### config.mk
export PLATFORM = sky130hd
export DESIGN_NAME = uart_tx_fifo_p
export DESIGN_NICKNAME = d
export VERILOG_FILES = /design/src/rtl/uart_fifo_pkg.sv /design/src/rtl/uart_fifo_ram.sv /design/src/rtl/uart_tx_fifo_p.sv
export SDC_FILE = /design/constraint.sdc
export NUM_CORES = 2
export LEC_CHECK = 0
export ABC_AREA = 0
export BUFFER_PORTS_ARGS = -buffer_cell sky130_fd_sc_hd__buf_2
export CAP_MARGIN = 20
export CORE_MARGIN = 2
export CORE_UTILIZATION = 55
export CTS_BUF_LIST = sky130_fd_sc_hd__clkbuf_8
export CTS_CLUSTER_DIAMETER = 60
export DETAILED_ROUTE_END_ITERATION = 8
export GPL_ROUTABILITY_DRIVEN = 0
export MAX_ROUTING_LAYER = met4
export PLACE_DENSITY = 0.71
export SLEW_MARGIN = 10
export SYNTH_ARGS = -nofsm -noshare
export SYNTH_HDL_FRONTEND = slang
export SYNTH_SLANG_ARGS = --single-unit
### constraint.sdc
create_clock -name clk -period 13.75 [get_ports clk]
set_input_delay 3.4375 -clock clk [delete_from_list [all_inputs] [get_ports clk]]
set_output_delay 3.4375 -clock clk [all_outputs]
set_load 0.01 [all_outputs]
### src/rtl/uart_fifo_pkg.sv
// Shared types and helpers for the parametrised UART transmit FIFO.
package uart_fifo_pkg;

  typedef enum logic [1:0] {
    IDLE     = 2'd0,
    LOAD     = 2'd1,
    WAIT_ACK = 2'd2
  } send_state_t;

  // Occupancy needs one bit more than the index so that 0..DEPTH all fit.
  function automatic int unsigned level_w(input int unsigned depth);
    return $clog2(depth) + 1;
  endfunction

endpackage

### src/rtl/uart_fifo_ram.sv
// Simple dual-port character store: synchronous write, asynchronous read, no reset.
module uart_fifo_ram #(
  parameter int unsigned DATA_W = 8,
  parameter int unsigned DEPTH  = 512,
  parameter int unsigned ADDR_W = $clog2(DEPTH)
) (
  input  logic              clk,
  input  logic              we,
  input  logic [ADDR_W-1:0] waddr,
  input  logic [DATA_W-1:0] wdata,
  input  logic [ADDR_W-1:0] raddr,
  output logic [DATA_W-1:0] rdata
);

  logic [DATA_W-1:0] mem [DEPTH];

  always_ff @(posedge clk) begin
    if (we) mem[waddr] <= wdata;
  end

  assign rdata = mem[raddr];

endmodule

### src/rtl/uart_tx_fifo_p.sv
// UART transmit FIFO: edge-detected CPU pushes into a circular buffer, one-at-a-time
// hand-off to the transmitter, with level/full/almost-full/overflow status and flush.
module uart_tx_fifo_p
  import uart_fifo_pkg::*;
#(
  parameter  int unsigned DATA_W       = 8,
  parameter  int unsigned DEPTH        = 512,
  parameter  int unsigned AFULL_THRESH = 448,
  localparam int unsigned ADDR_W       = $clog2(DEPTH)
) (
  input  logic              clk,
  input  logic              rst_n,
  input  logic [31:0]       i_wr_data,
  input  logic              i_wr_start,
  output logic              o_clear_req,
  output logic              o_busy,
  input  logic              i_flush,
  output logic [DATA_W-1:0] o_tx_data,
  output logic              o_tx_start,
  input  logic              i_tx_start_clear,
  output logic [ADDR_W:0]   o_level,
  output logic              o_empty,
  output logic              o_full,
  output logic              o_almost_full,
  output logic              o_overflow,
  input  logic              i_ovf_clr
);

  localparam int unsigned LVL_W = level_w(DEPTH);

  send_state_t       state;
  logic [1:0]        wr_edge;
  logic [LVL_W-1:0]  wptr, rptr, wptr_n, rptr_n;
  logic [LVL_W-1:0]  level, level_n;
  logic              push_req, full_now, do_write, do_pop;
  logic [DATA_W-1:0] rdata;
  logic              wr_data_unused;

  assign wr_data_unused = ^i_wr_data;

  assign level    = wptr - rptr;
  assign push_req = (wr_edge == 2'b01);
  assign full_now = (level == LVL_W'(DEPTH));
  // Fullness is judged on the registered level, so a same-cycle pop never frees room for this push.
  assign do_write = push_req && !i_flush && !full_now;
  assign do_pop   = (state == LOAD) && !i_flush;

  always_comb begin
    wptr_n = wptr;
    rptr_n = rptr;
    if (i_flush) begin
      wptr_n = '0;
      rptr_n = '0;
    end else begin
      if (do_write) wptr_n = wptr + 1'b1;
      if (do_pop)   rptr_n = rptr + 1'b1;
    end
  end

  assign level_n = wptr_n - rptr_n;

  uart_fifo_ram #(
    .DATA_W (DATA_W),
    .DEPTH  (DEPTH),
    .ADDR_W (ADDR_W)
  ) u_ram (
    .clk   (clk),
    .we    (do_write),
    .waddr (wptr[ADDR_W-1:0]),
    .wdata (i_wr_data[DATA_W-1:0]),
    .raddr (rptr[ADDR_W-1:0]),
    .rdata (rdata)
  );

  always_ff @(posedge clk or negedge rst_n) begin
    if (!rst_n) begin
      wr_edge       <= '0;
      wptr          <= '0;
      rptr          <= '0;
      o_clear_req   <= 1'b0;
      o_busy        <= 1'b0;
      o_level       <= '0;
      o_empty       <= 1'b1;
      o_full        <= 1'b0;
      o_almost_full <= 1'b0;
      o_overflow    <= 1'b0;
    end else begin
      wr_edge       <= {wr_edge[0], i_wr_start};
      wptr          <= wptr_n;
      rptr          <= rptr_n;
      o_clear_req   <= push_req;
      o_busy        <= push_req;
      o_level       <= level_n;
      o_empty       <= (level_n == '0);
      o_full        <= (level_n == LVL_W'(DEPTH));
      o_almost_full <= (level_n >= LVL_W'(AFULL_THRESH));
      if (i_ovf_clr)
        o_overflow <= 1'b0;
      else if (push_req && !i_flush && full_now)
        o_overflow <= 1'b1;
    end
  end

  always_ff @(posedge clk or negedge rst_n) begin
    if (!rst_n) begin
      state      <= IDLE;
      o_tx_start <= 1'b0;
      o_tx_data  <= '0;
    end else if (i_flush) begin
      state      <= IDLE;
      o_tx_start <= 1'b0;
      o_tx_data  <= '0;
    end else begin
      case (state)
        IDLE: if (level != '0) state <= LOAD;
        LOAD: begin
          o_tx_data  <= rdata;
          o_tx_start <= 1'b1;
          state      <= WAIT_ACK;
        end
        WAIT_ACK: if (i_tx_start_clear) begin
          o_tx_start <= 1'b0;
          o_tx_data  <= '0;
          state      <= (level != '0) ? LOAD : IDLE;
        end
        default: state <= IDLE;
      endcase
    end
  end

endmodule
==> results.md <==
- Status: finished, final reports clean
- Clock Sinks: 4144
- Critical-path top delay cell: buf_4
- Fmax: between 100 and 150 MHz
- DIE WIDTH: around 540 um
- Pwr Density: 159 mW/mm2
- Hold endpoint: wr_edge[1]$_DFF_PN0_
- Row cnt: 198
- Worst reg-to-reg path cell count: 23
- Number of global-route vias before repair: 75100
- Final-report max-slew violation count: 0
- Ys Warns: 0
- Synthesized instance count: just under 7000
- Worst-path clk slew: 60 ps
- Nets@finish: 7222
- Core area: 0.291 mm2
- Sw frac: 0.256
- Post-synth top area cell: edfxtp_1
- Worst hold slack: 389 ps
- Ports: between 60 and 70
- CP top delay family: simple AND/OR/NAND/NOR gates
- Setup Skew: 52.9 ps
- EDFF count, synth: 4096
- Filler instances: 19300
- Post-synth top cells: edfxtp_1 (4096), mux4_2 (1359), nor2_1 (544)
- Count of cell types in the netlist: 61
- Die height: 544 um
- Layout cells sized above 1: 0.301
- Reg2reg setup slack: 6050 ps
- CTS resizes: 0
- Worst hold start: wr_edge[0]$_DFF_PN0_
- Post-synthesis average cell area: between 20 and 25 um2
- Most common cell in the synthesized netlist: edfxtp_1
- HPWL after DPL: 210 mm
- Leakage: 53.6 nW
- Die area: 0.296 mm2
- Fraction of registers with async set or reset after synthesis: 0.0116
- Worst skew pair latency: between 1000 and 1500 ps
- Port Buf Inserts: 38
- Register area share after synthesis: 0.774
- Crit end category: flip-flop
- Crit Path Max Fanout: 28
- Clk pwr share: 0.327
- WP data arrival: just under 9000 ps
- Logic pwr share: 0.176
- Routed vias/inst: 6.45
- Synth area leaders: edfxtp_1 (77%), mux4_2 (19%), nor2_1 (1.3%)
- Tot Pwr: between 20 and 30 mW
- Synth top area share: 0.766
- Max stage delay on crit path: around 870 ps
- Antenna violations before repair: 22
- VDD IR-drop max: 0.143 mV
- Hold_buf cts: 0
- Pint: 20.9 mW
- Worst min path class: reg2reg
- Crit Path Class: reg2reg
- Tcrit/Tclk final: 0.560
- First-pass GRT wire length: 533 mm
- Top FF cell, synth: edfxtp_1
- GRT Total Usage: 0.260
- Post-Syn Nets: 6839
- WP buf/inv: 4
- Reg2Reg Launch Point: rptr[8]$_DFF_PN0_
- CTS tree: done
- Setup TNS: 0 ps
- CTS buffer count: around 640
- Drt wl/cell: roughly 32 um
- Placed instance count: 10400
- Htree depth: 6
- Worst EP required: 14720 ps
- Residual DRC: 0
- GRT overflow: 0
- Startpoint types: flip-flop
- CP most frequent cell: buf_4
- Switching pwr: 7.19 mW
- Final hold viol count: 0
- Reg-to-reg endpoint: o_empty$_DFF_PN1_
- Total number of vias: ~75000
- Total wire length: 371 mm
- Post-DRT Antenna Nets: 0
- Seq pwr share: 0.498
- Pin count of the biggest net entering global routing: 222
- Finish-stage setup viols: 0
- Clk root buf: clkbuf_8
- Worst-margin pin slew: 1440 ps
- Combined area of all synthesized cells: 0.161 mm2
- First DRT Iteration DRCs: 10000
- Drt first pass iters: 6
- Unrepaired setup endpoints after global routing: no
- Slew margin rel.: 0.0392
- Max capacitance violation total: 0
- Cell Chain, Critical Path: clkinv_1 -> ha_1 -> nor2b_1 -> or4_1 -> a2111oi_2 -> o2111ai_1 -> nor4_4 -> buf_4 -> nor3_2 -> buf_4 -> and2_1 -> nand3_4 -> buf_4 -> xor2_1 -> nor2_1 -> ha_1 -> o211ai_1 -> nand3b_1 -> mux2_4 -> mux2i_1 -> nor4b_1 -> and4b_1 -> nor2b_1
- Post-CTS Setup Repair Bufs: 0
- Fin cells: 11600
- Min Clock Period, post-route: around 7700 ps
- CTS Buffer Depth: 4
- Hold Path Depth: 0
- Seq cells post-synth: 4144
- Area grow syn2layout: 10.0%
- Initial Utilization: 0.552
==> power by group through the flow <==
stage          registers (mW)  clock network (mW)  logic [mW]
4_1_cts                  14.0                9.31        5.00
5_1_grt                  14.0                9.86        5.20
2_1_floorplan            14.2                   0        3.51
6_report                 14.0                9.19        4.94
3_3_place_gp             14.3                   0        4.93
3_5_place_dp             14.3                   0        4.99
==> cells by family (layout without fill, tap and decap cells) <==
group / Yosys count / in the layout / share of synthesized area
other: 0 / 14 / 0
adder cells (fa/ha/maj): 23 / 23 / 0.00184
AO/OA/AOI/OAI: 62 / 62 / 0.00265
buffers and inverters: 435 / 1310 / 0.0102
XOR/XNOR: 30 / 30 / 0.00168
multiplexers: 1371 / 1371 / 0.191
AND/OR/NAND/NOR: 713 / 713 / 0.0184
flip-flops: 4144 / 4144 / 0.774
==> metal layers <==
metal | vias to the layer above | part of all wire | track usage
li1 | 29800 | - | -
met3 | 589 | 0.10 | 0.0572
met4 | 0 | 0.024 | 0.0664
met2 | 4215 | 0.48 | 0.391
met5 | - | 0 | -
met1 | 40000 | 0.39 | 0.367
==> cell type report <==
class                      count  area (um2)  area share
antenna                       14        35.0    0.000198
clock buffer                 651        8960      0.0507
clock inverter               481        2260      0.0128
inverter                      34         140    0.000793
multi-input combinational   2199       34900       0.197
sequential                  4144      124000       0.703
tap                         3900        4880      0.0276
timing repair buffer         144        1270     0.00721
==> stage by stage <==
step | setup WS (ps) | util | cell area [um2]
final | 6050 | 0.608 | 177000
after global routing | 5820 | 0.608 | 177000
after CTS | 6200 | 0.608 | 177000
after detailed placement | 5660 | 0.569 | 165000
after global placement | 5720 | 0.569 | 165000
after floorplan | 7260 | - | 161000
==> cell usage in the layout, fill, tap and decap left out, drive strengths merged, types with 12 or more instances in the layout <==
cell and instances:
a21oi 15, buf 144, clkbuf 651, clkinv 223
clkinvlp 21, dfrtp 47, diode 14, edfxtp 4096
ha 22, inv 265, mux4 1359, nand2 63
nand3 18, nor2 545, nor2b 13, nor3 12
o21ai 20, xnor2 25
==> worst max path at each step <==
stage | from | to | cells past startpoint
floorplan | i_flush | o_almost_full$_DFF_PN0_ | 16
detailed placement | i_flush | o_empty$_DFF_PN1_ | 16
finish | rptr[8]$_DFF_PN0_ | o_empty$_DFF_PN1_ | 23
CTS | rptr[8]$_DFF_PN0_ | o_empty$_DFF_PN1_ | 23
global route | rptr[8]$_DFF_PN0_ | o_empty$_DFF_PN1_ | 23
global placement | i_flush | o_empty$_DFF_PN1_ | 16
==> flip-flops by register name, summed over array words and instances (netlist names) <==
name and flops:
o_overflow 1, wptr 10, o_busy 1, o_tx_data 8, o_full 1, o_level 10
wr_edge 2, u_ram.mem 4096, rptr 10, o_empty 1, o_almost_full 1, o_tx_start 1
state 2
No activity file was read; power rests on OpenSTA's default activity.
